[src/rtl/audio_dma_master.sv]
// audio_dma_master: bus initiator that streams stereo frames from a RAM buffer to the audio sample registers.
// Optional feature macro AUDIO_DMA_LOOP_EN adds a 'loop' input for continuous circular playback.
module audio_dma_master #(
    parameter int unsigned TIMEOUT_CYCLES = 1024,
    parameter logic [31:0] STATUS_ADDR    = 32'h8000_000c,
    parameter logic [31:0] LEFT_ADDR      = 32'h8000_0010,
    parameter logic [31:0] RIGHT_ADDR     = 32'h8000_0014
) (
    input  logic        clk,
    input  logic        reset,
    input  logic        start,
    input  logic        stop,
    input  logic [31:0] buf_addr,
    input  logic [15:0] frame_count,
`ifdef AUDIO_DMA_LOOP_EN
    input  logic        loop,
`endif
    output logic        busy,
    output logic        done,
    output logic        error,
    output logic [15:0] frames_done,
    output logic [31:0] addr,
    output logic [31:0] wdata,
    output logic [3:0]  wstrb,
    output logic        valid,
    input  logic [31:0] rdata,
    input  logic        ready
);
    localparam int unsigned TW = $clog2(TIMEOUT_CYCLES + 1);

    typedef enum logic [2:0] {IDLE, RD_L, RD_R, POLL, GAP, WR_L, WR_R, NEXT} state_t;

    state_t        state, state_n, issue_st;
    logic          issue, stop_req, stop_req_n, stop_any, loop_active;
    logic          valid_n, busy_n, done_n, error_n;
    logic [31:0]   addr_n, wdata_n, ptr, ptr_n;
    logic [3:0]    wstrb_n;
    logic [15:0]   frames_done_n, remaining, remaining_n;
    logic [23:0]   sample_l, sample_l_n, sample_r, sample_r_n;
    logic [TW-1:0] tmo, tmo_n;
    logic          rdata_unused;

`ifdef AUDIO_DMA_LOOP_EN
    logic          loop_r, loop_r_n;
    logic [31:0]   base_addr, base_addr_n;
    logic [15:0]   base_count, base_count_n;
    assign loop_active = loop_r;
`else
    assign loop_active = 1'b0;
`endif

    assign rdata_unused = ^rdata[31:24];
    assign stop_any     = stop_req || (stop && state != IDLE);

    always_ff @(posedge clk or posedge reset) begin
        if (reset) begin
            state       <= IDLE;
            valid       <= 1'b0;
            addr        <= '0;
            wdata       <= '0;
            wstrb       <= '0;
            busy        <= 1'b0;
            done        <= 1'b0;
            error       <= 1'b0;
            frames_done <= '0;
            ptr         <= '0;
            remaining   <= '0;
            sample_l    <= '0;
            sample_r    <= '0;
            stop_req    <= 1'b0;
            tmo         <= '0;
`ifdef AUDIO_DMA_LOOP_EN
            loop_r      <= 1'b0;
            base_addr   <= '0;
            base_count  <= '0;
`endif
        end else begin
            state       <= state_n;
            valid       <= valid_n;
            addr        <= addr_n;
            wdata       <= wdata_n;
            wstrb       <= wstrb_n;
            busy        <= busy_n;
            done        <= done_n;
            error       <= error_n;
            frames_done <= frames_done_n;
            ptr         <= ptr_n;
            remaining   <= remaining_n;
            sample_l    <= sample_l_n;
            sample_r    <= sample_r_n;
            stop_req    <= stop_req_n;
            tmo         <= tmo_n;
`ifdef AUDIO_DMA_LOOP_EN
            loop_r      <= loop_r_n;
            base_addr   <= base_addr_n;
            base_count  <= base_count_n;
`endif
        end
    end

    always_comb begin
        state_n       = state;
        valid_n       = valid;
        addr_n        = addr;
        wdata_n       = wdata;
        wstrb_n       = wstrb;
        busy_n        = busy;
        done_n        = 1'b0;
        error_n       = error;
        frames_done_n = frames_done;
        ptr_n         = ptr;
        remaining_n   = remaining;
        sample_l_n    = sample_l;
        sample_r_n    = sample_r;
        stop_req_n    = stop_req || (stop && state != IDLE);
        tmo_n         = (valid && !ready) ? tmo + TW'(1) : '0;
        issue         = 1'b0;
        issue_st      = state;
`ifdef AUDIO_DMA_LOOP_EN
        loop_r_n      = loop_r;
        base_addr_n   = base_addr;
        base_count_n  = base_count;
`endif

        case (state)
            IDLE: begin
                stop_req_n = 1'b0;
                if (start) begin
                    ptr_n         = {buf_addr[31:2], 2'b00};
                    remaining_n   = frame_count;
                    frames_done_n = '0;
                    error_n       = 1'b0;
`ifdef AUDIO_DMA_LOOP_EN
                    loop_r_n      = loop;
                    base_addr_n   = {buf_addr[31:2], 2'b00};
                    base_count_n  = frame_count;
`endif
                    if (frame_count == '0) begin
                        done_n = 1'b1;
                    end else begin
                        busy_n   = 1'b1;
                        state_n  = RD_L;
                        issue    = 1'b1;
                        issue_st = RD_L;
                    end
                end
            end
            RD_L, RD_R, POLL, WR_L, WR_R: begin
                // Entry from a completion leaves valid low for one cycle; the request is raised here.
                if (valid && ready) begin
                    valid_n = 1'b0;
                    case (state)
                        RD_L:    begin sample_l_n = rdata[23:0]; state_n = RD_R; end
                        RD_R:    begin sample_r_n = rdata[23:0]; state_n = POLL; end
                        POLL:    state_n = (rdata[1] && !rdata[0]) ? WR_L : GAP;
                        WR_L:    state_n = WR_R;
                        default: state_n = NEXT;
                    endcase
                    if (stop_any && state != WR_L && state != WR_R) begin
                        state_n = IDLE;
                        busy_n  = 1'b0;
                    end
                end else if (valid) begin
                    if (tmo == TW'(TIMEOUT_CYCLES - 1)) begin
                        valid_n = 1'b0;
                        error_n = 1'b1;
                        busy_n  = 1'b0;
                        tmo_n   = '0;
                        state_n = IDLE;
                    end
                end else if (stop_any && state != WR_R) begin
                    state_n = IDLE;
                    busy_n  = 1'b0;
                end else begin
                    issue = 1'b1;
                end
            end
            GAP: begin
                if (stop_any) begin
                    state_n = IDLE;
                    busy_n  = 1'b0;
                end else begin
                    state_n  = POLL;
                    issue    = 1'b1;
                    issue_st = POLL;
                end
            end
            NEXT: begin
                frames_done_n = frames_done + 16'd1;
                ptr_n         = ptr + 32'd8;
                remaining_n   = remaining - 16'd1;
                if (remaining == 16'd1 && !loop_active) begin
                    state_n = IDLE;
                    busy_n  = 1'b0;
                    done_n  = 1'b1;
                end else if (stop_any) begin
                    state_n = IDLE;
                    busy_n  = 1'b0;
                end else begin
`ifdef AUDIO_DMA_LOOP_EN
                    if (remaining == 16'd1) begin
                        ptr_n       = base_addr;
                        remaining_n = base_count;
                    end
`endif
                    state_n  = RD_L;
                    issue    = 1'b1;
                    issue_st = RD_L;
                end
            end
            default: state_n = IDLE;
        endcase

        if (issue) begin
            valid_n = 1'b1;
            wdata_n = '0;
            wstrb_n = '0;
            case (issue_st)
                RD_L:    addr_n = ptr_n;
                RD_R:    addr_n = ptr_n + 32'd4;
                POLL:    addr_n = STATUS_ADDR;
                WR_L:    begin addr_n = LEFT_ADDR;  wdata_n = {8'h00, sample_l}; wstrb_n = 4'b0111; end
                WR_R:    begin addr_n = RIGHT_ADDR; wdata_n = {8'h00, sample_r}; wstrb_n = 4'b0111; end
                default: addr_n = '0;
            endcase
        end
    end
endmodule

[config.mk]
export PLATFORM = sky130hd
export DESIGN_NAME = audio_dma_master
export DESIGN_NICKNAME = d
export VERILOG_FILES = /design/src/rtl/audio_dma_master.sv
export SDC_FILE = /design/constraint.sdc
export NUM_CORES = 1
export LEC_CHECK = 0
export CAP_MARGIN = 20
export CORE_AREA = 2 2 169 155
export CTS_BUF_LIST = sky130_fd_sc_hd__clkbuf_4 sky130_fd_sc_hd__clkbuf_8
export DETAILED_ROUTE_END_ITERATION = 10
export DIE_AREA = 0 0 171 157
export HOLD_SLACK_MARGIN = 0.1
export PLACE_DENSITY = 0.74
export SYNTH_ARGS = -nofsm -noshare
export SYNTH_HDL_FRONTEND = slang
export SYNTH_SLANG_ARGS = --single-unit
[constraint.sdc]
create_clock -name clk -period 13.85 [get_ports clk]
set_clock_uncertainty 0.1 [all_clocks]
set_input_delay 4.155 -clock clk [delete_from_list [all_inputs] [get_ports clk]]
set_output_delay 4.155 -clock clk [all_outputs]
set_load 0.02 [all_outputs]
==> results.yml, run 1 <==
run_status:
  status: "complete, no violations"
worst_hold_path:
  hold_path_class: "reg -> reg"
  whs_endpoint: "ptr[1]$_DFF_PP0_"
  hp-start: "ptr[1]$_DFF_PP0_"
  hold_depth: 1
pwr:
  seqPwrFrac: 0.371
  power_switching_mw: 1.17
  p_leak_nw: 4.85
  p_clk_frac: 0.145
  peakVddDrop_uv: 121
  p_int_mw: 1.46
  p_sw_frac: 0.446
  power_density_nw_per_um2: 220
  pwr-share-comb: 0.485
  total_power_mw: 2.63
critical_path:
  critPathMaxFanout: 54
  critPathCaptureType: "flop"
  crit_arrival_ns: 7.87
  r2r-start: "state[2]$_DFFE_PP0P_"
  worstPathRequired_ns: 14.10
  rr_endpoint: "addr[12]$_DFFE_PP0P_"
  crit_type: "in -> reg"
  crit_path_start_kind: "primary input"
  r2r_setup_slack_ns: 9.56
  ff2ff_path_depth: 9
clock_tree:
  clock_sinks: 188
  insertion_delay_ns: 0.47
  cts_buffers: 17
  cts_tree: "yes"
  clockBufferDepth: 2
  ctsResizeCount: 0
  clock-root-buffer: "clkbuf_8"
  clk_pin_slew_ns: 0.11
  cts_setup_buffers: 0
  cts.htree.levels: 4
  ctsHoldBuffers: 0
finish:
  final_common_cell: "dfrtp_1"
  area_delta_synth_final_pct: 20.9
  final_nets: 1242
  fin_area_sq_um: 12000
  register_area_sq_um: 4700
  drive_gt1_frac: 0.113
  final_util: 0.481
  final_cell_mix: "dfrtp_1, clkdlybuf4s50_1, nor2_1"
  multi_input_area_sq_um: 4730
  diodes: 0
  nFillCells: 2347
flow_run:
  maxCapViolations: 0
detailed_routing:
  ant_nets: 0
  num_vias: 8449
  wl_um: 26700
  wl_per_cell_um: 17.8
  met1_length_um: 12000
  drc: 0
  dr_wl_met3_um: 2500
  firstDrtPassIters: 5
  met2_length_um: 12000
  route.top_layer_used: "met5"
  viasPerCell: 5.61
  initialDrtViolationCount: 801
logic_synthesis:
  yosysTopAreaCell: "dfrtp_1"
  synth_async_sr_flop_share: 1.00
  avgSynthCellArea_sq_um: 9.61
  synth_edf_count: 0
  synthFlopType: "dfrtp_1"
  ys_ff_latch: 188
  netlist_instances: 1032
  synth_top_cell_area_share: 0.474
  ys_types: 84
  yosys-top-cells-area: "dfrtp_1, mux2_2, nor2_1"
  synth_area_sq_um: 9920
  ys_warn_count: 0
  ys_seq_area_frac: 0.474
place:
  gp_congestion: 0.908
  numPortBuffers: 153
  dpl_cell_area_sq_um: 11600
  hpwl_um: 18700
die:
  initial_utilization: 0.398
  ios: 173
  fp.coreArea_sq_um: 24900
  die_w_um: 171
  die_h_um: 157
  core.rowCount: 55
  die_area_sq_um: 26800
grt:
  antenna_found_initial: 1
  grt_usage: 0.199
  grt_first_pass_wirelength_um: 42300
  grt-ovfl-total: 0
  grt_max_degree: 70
  first_global_vias: 7943
timing:
  setup_viol: 0
  slew_headroom: 0.333
  post-route-period-util: 0.550
  slew_viol_final: 0
  tns_ns: 0
  tightestPinTransition_ns: 1.00
  fmax_mhz: 131
  fin_hold_ws_ns: 0.388
  rsz0062_at_grt: "false"
  hold_viol_final: 0
  post-route-min-period_ns: 7.62
-- area by class of cell --
| type | instances | share of cell area |
|---|---|---|
| multi-input combinational | 757 | 0.394 |
| sequential | 188 | 0.392 |
| timing repair buffer | 166 | 0.136 |
| tap | 342 | 0.0357 |
| clock buffer | 18 | 0.0207 |
| clock inverter | 14 | 0.0140 |
| inverter | 21 | 0.00699 |
-- metal layers --
metal | GRT usage | up-vias
met5 | 0 | -
met2 | 0.307 | 325
met4 | 0.0440 | 2
met3 | 0.0629 | 21
li1 | - | 3941
met1 | 0.275 | 4160
-- cell families (layout without fill, tap and decap cells) --
kind of cell / count (synthesis) / count (layout) / synth area share
flip-flops: 188 / 188 / 0.474
buffers and inverters: 95 / 219 / 0.0531
adder cells (fa/ha/maj): 6 / 6 / 0.00757
AND/OR/NAND/NOR: 445 / 445 / 0.222
XOR/XNOR: 32 / 32 / 0.0283
AO/OA/AOI/OAI: 197 / 197 / 0.139
multiplexers: 68 / 68 / 0.0750
other: 1 / 9 / 0.000378
-- critical path, cell delays in order --
cell             delay (ns)
clkdlybuf4s50_1        0.53
nor4b_4                0.38
buf_4                  0.58
a21boi_0               0.17
mux2_2                 0.34
o21bai_1               0.23
nor4_2                 0.58
nand2_1                0.17
and3_1                 0.21
a211oi_1               0.39
a21oi_1                0.12
-- per-stage QoR --
stage	cells	setup slack (ns)
3_5_place_dp	1474	5.83
5_1_grt	1506	6.03
3_3_place_gp	1474	5.82
4_1_cts	1506	6.32
2_1_floorplan	1040	4.48
6_report	1506	6.23
-- worst max path at each step --
stage / from / to / slack, ns / depth (start not counted)
floorplan: reset / addr[0]$_DFFE_PP0P_ / 4.48 / 1
global placement: start / addr[14]$_DFFE_PP0P_ / 5.82 / 11
detailed placement: start / addr[14]$_DFFE_PP0P_ / 5.83 / 11
CTS: start / addr[14]$_DFFE_PP0P_ / 6.32 / 11
global route: start / addr[12]$_DFFE_PP0P_ / 6.03 / 11
finish: start / addr[12]$_DFFE_PP0P_ / 6.23 / 11
-- sequential cells by signal, indices dropped and copies added (netlist names) --
| signal | cells |
|---|---|
| wstrb | 1 |
| valid | 1 |
| addr | 32 |
| tmo | 11 |
| remaining | 16 |
| wdata | 24 |
| done | 1 |
| frames_done | 16 |
| ptr | 32 |
| sample_l | 24 |
| state | 3 |
| error | 1 |
| stop_req | 1 |
| sample_r | 24 |
| busy | 1 |
-- power groups by stage --
| stage | registers, mW | logic, mW | clock network [mW] |
|---|---|---|---|
| after detailed placement | 0.980 | 1.27 | 0 |
| final | 0.975 | 1.28 | 0.381 |
| after global placement | 0.970 | 1.25 | 0 |
| after floorplan | 1.01 | 0.840 | 0 |
| after CTS | 0.972 | 1.28 | 0.390 |
| after global routing | 1.01 | 1.41 | 0.413 |
-- synth_stat cells, types with 4 or more instances --
| master | count |
|---|---|
| o211ai_1 | 14 |
| buf_2 | 4 |
| xnor2_1 | 15 |
| a31oi_1 | 10 |
| buf_4 | 13 |
| ha_1 | 6 |
| o21ai_0 | 36 |
| or2_2 | 7 |
| a221o_1 | 4 |
| nor4_1 | 18 |
| clkbuf_8 | 7 |
| or3_1 | 13 |
| nor2_1 | 136 |
| buf_6 | 4 |
| dfrtp_1 | 188 |
| nand4_1 | 31 |
| or4_1 | 6 |
| o311ai_0 | 5 |
| o22ai_1 | 6 |
| a221oi_1 | 30 |
| nor3_1 | 27 |
| nand3_1 | 39 |
| clkbuf_1 | 42 |
| a211oi_1 | 7 |
| o221ai_1 | 6 |
| and2_1 | 7 |
| nand2_1 | 116 |
| xor2_1 | 17 |
| a21oi_1 | 41 |
| mux2_2 | 50 |
| and3_1 | 9 |
| mux2i_1 | 18 |
| a21boi_0 | 5 |
| inv_1 | 21 |
(Power assumes the default switching activity.)
==> run 2: changes to the inputs <==
--- a/config.mk
+++ b/config.mk
@@ -11,7 +11,7 @@
 export DETAILED_ROUTE_END_ITERATION = 10
 export DIE_AREA = 0 0 171 157
 export HOLD_SLACK_MARGIN = 0.1
-export PLACE_DENSITY = 0.74
+export PLACE_DENSITY = 0.76
 export SYNTH_ARGS = -nofsm -noshare
 export SYNTH_HDL_FRONTEND = slang
 export SYNTH_SLANG_ARGS = --single-unit
==> constraint.sdc (replaced) <==
create_clock -name clk -period 6.7 [get_ports clk]
set_clock_uncertainty 0.1 [all_clocks]
set_input_delay 2.01 -clock clk [delete_from_list [all_inputs] [get_ports clk]]
set_output_delay 2.01 -clock clk [all_outputs]
set_load 0.02 [all_outputs]
==> run 2 against run 1 <==
Against the previous run:
- total power up 110%
- critical endpoint is now addr[14]$_DFFE_PP0P_
- sequential share of layout area down 0.098 points
- final cell count up 0.33%
- critical path depth unchanged
- via count up 0.45%
- global-route usage up 0.33 points
- largest power group unchanged
- non-clock buffer count up 5
- routed wire length up 0.72%
- sequential power up 110%
- register-to-register slack worse by 7.1 ns
- setup slack worse by 4.7 ns
==> results.yml, run 2 (synthesis gave the netlist of run 1 again) <==
timing:
  post-route-min-period_ns: 5.13
  rsz0062_at_grt: "false"
  tightestPinTransition_ns: 1.00
  slew_headroom: 0.332
  post-route-period-util: 0.766
  slew_viol_final: 0
  tns_ns: 0
  fmax_mhz: 195
  setup_viol: 0
  hold_viol_final: 0
finish:
  drive_gt1_frac: 0.117
  diodes: 0
  final_common_cell: "dfrtp_1"
  final_nets: 1247
  final_cell_mix: "dfrtp_1, clkdlybuf4s50_1, nor2_1"
  area_delta_synth_final_pct: 21.2
  reg.largest.list: "addr (32), ptr (32)"
  stdcell_count: 1511
clock_tree:
  insertion_delay_ns: 0.46
  cts_tree: "yes"
  cts.htree.levels: 4
  clk_pin_slew_ns: 0.10
  clockBufferDepth: 2
  clock-root-buffer: "clkbuf_8"
  ctsResizeCount: 0
  cts_setup_buffers: 0
  ctsHoldBuffers: 0
  clock_sinks: 188
  cts_buffers: 17
pwr:
  pwr-share-comb: 0.494
  power_density_nw_per_um2: 451
  seqPwrFrac: 0.369
  peakVddDrop_uv: 216
  power_switching_mw: 2.44
  p_leak_nw: 4.87
  p_int_mw: 2.98
  p_clk_frac: 0.137
  p_sw_frac: 0.450
grt:
  use_met2: 0.304
  grt-ovfl-total: 0
  antenna_found_initial: 0
  grt_first_pass_wirelength_um: 43200
  grt_use_met1: 0.284
  grt_max_degree: 113
  grt_usage: 0.202
  use_met3: 0.0707
  first_global_vias: 7915
  top_usage_layer: "met2"
detailed_routing:
  firstDrtPassIters: 6
  drc: 0
  wl_per_cell_um: 17.8
  num_vias: 8487
  wl_um: 26900
  initialDrtViolationCount: 776
  viasPerCell: 5.62
  ant_nets: 0
place:
  gp_congestion: 0.927
  hpwl_um: 18900
  numPortBuffers: 153
  place_inst: 1478
critical_path:
  critPathCaptureType: "flop"
  critPathMaxFanout: 12
  worstPathRequired_ns: 6.93
  crit_path_start_kind: "primary input"
  crit_arrival_ns: 5.36
  crit_type: "in -> reg"
die:
  ios: 173
  die_w_um: 171
  die_area_sq_um: 26800
  core.rowCount: 55
  initial_utilization: 0.398
  fp.coreArea_sq_um: 24900
  die_h_um: 157
run_status:
  status: "complete, no violations"
flow_run:
  maxCapViolations: 0
worst_hold_path:
  hold_path_class: "reg -> reg"
==> run 2: final timing paths <==
check | end | start | cells past startpoint | slack (ns)
max | addr[14]$_DFFE_PP0P_ | start | 11 | 1.57
min | tmo[0]$_DFF_PP0_ | tmo[0]$_DFF_PP0_ | 1 | 0.39
max reg2reg | addr[14]$_DFFE_PP0P_ | state[1]$_DFFE_PP0P_ | 9 | 2.49
min reg2reg | tmo[0]$_DFF_PP0_ | tmo[0]$_DFF_PP0_ | 1 | 0.39
max in group asynchronous | sample_r[4]$_DFFE_PP0P_ | reset | 3 | 3.63
min in group asynchronous | sample_l[21]$_DFFE_PP0P_ | reset | 2 | 1.83
==> run 2: final cells by class <==
cell class,instances,area (sq um)
tap,342,428
clock buffer,17,234
clock inverter,15,155
fill,2291,12900
inverter,21,82.6
multi-input combinational,757,4730
timing repair buffer,171,1690
sequential,188,4700
==> run 2: critical path, stage by stage <==
cell and delay (ns):
clkdlybuf4s50_1 0.48, or4b_1 0.45, o32ai_1 0.13, a21oi_1 0.32, ha_1 0.25, nand3_1 0.16
nor4_2 0.74, nand2_1 0.14, and3_1 0.21, a211oi_1 0.35, a21oi_1 0.12
==> run 2: layer usage <==
| metal | share of wire | vias to the layer above |
|---|---|---|
| met5 | 0 | - |
| met4 | 0.0095 | 0 |
| met3 | 0.11 | 22 |
| met2 | 0.44 | 375 |
| met1 | 0.44 | 4120 |
| li1 | - | 3970 |
==> run 2: power groups by stage <==
stage / combinational (mW) / sequential [mW] / clock, mW
3_3_place_gp: 2.61 / 1.99 / 0
4_1_cts: 2.68 / 1.99 / 0.759
3_5_place_dp: 2.67 / 2.01 / 0
2_1_floorplan: 1.74 / 2.08 / 0
6_report: 2.68 / 2.00 / 0.743
5_1_grt: 2.95 / 2.07 / 0.808
==> run 2: through the flow <==
stage          instance area, sq um  utilization  hold WS (ns)  setup WS [ns]  power (mW)
2_1_floorplan                  9950            -         0.351           2.17        3.82
4_1_cts                       12000        0.482         0.393           1.64        5.43
3_3_place_gp                  11600        0.466         0.369           1.21        4.59
6_report                      12000        0.482         0.389           1.57        5.42
3_5_place_dp                  11600        0.466         0.378           1.18        4.67
5_1_grt                       12000        0.482         0.415           1.30        5.82
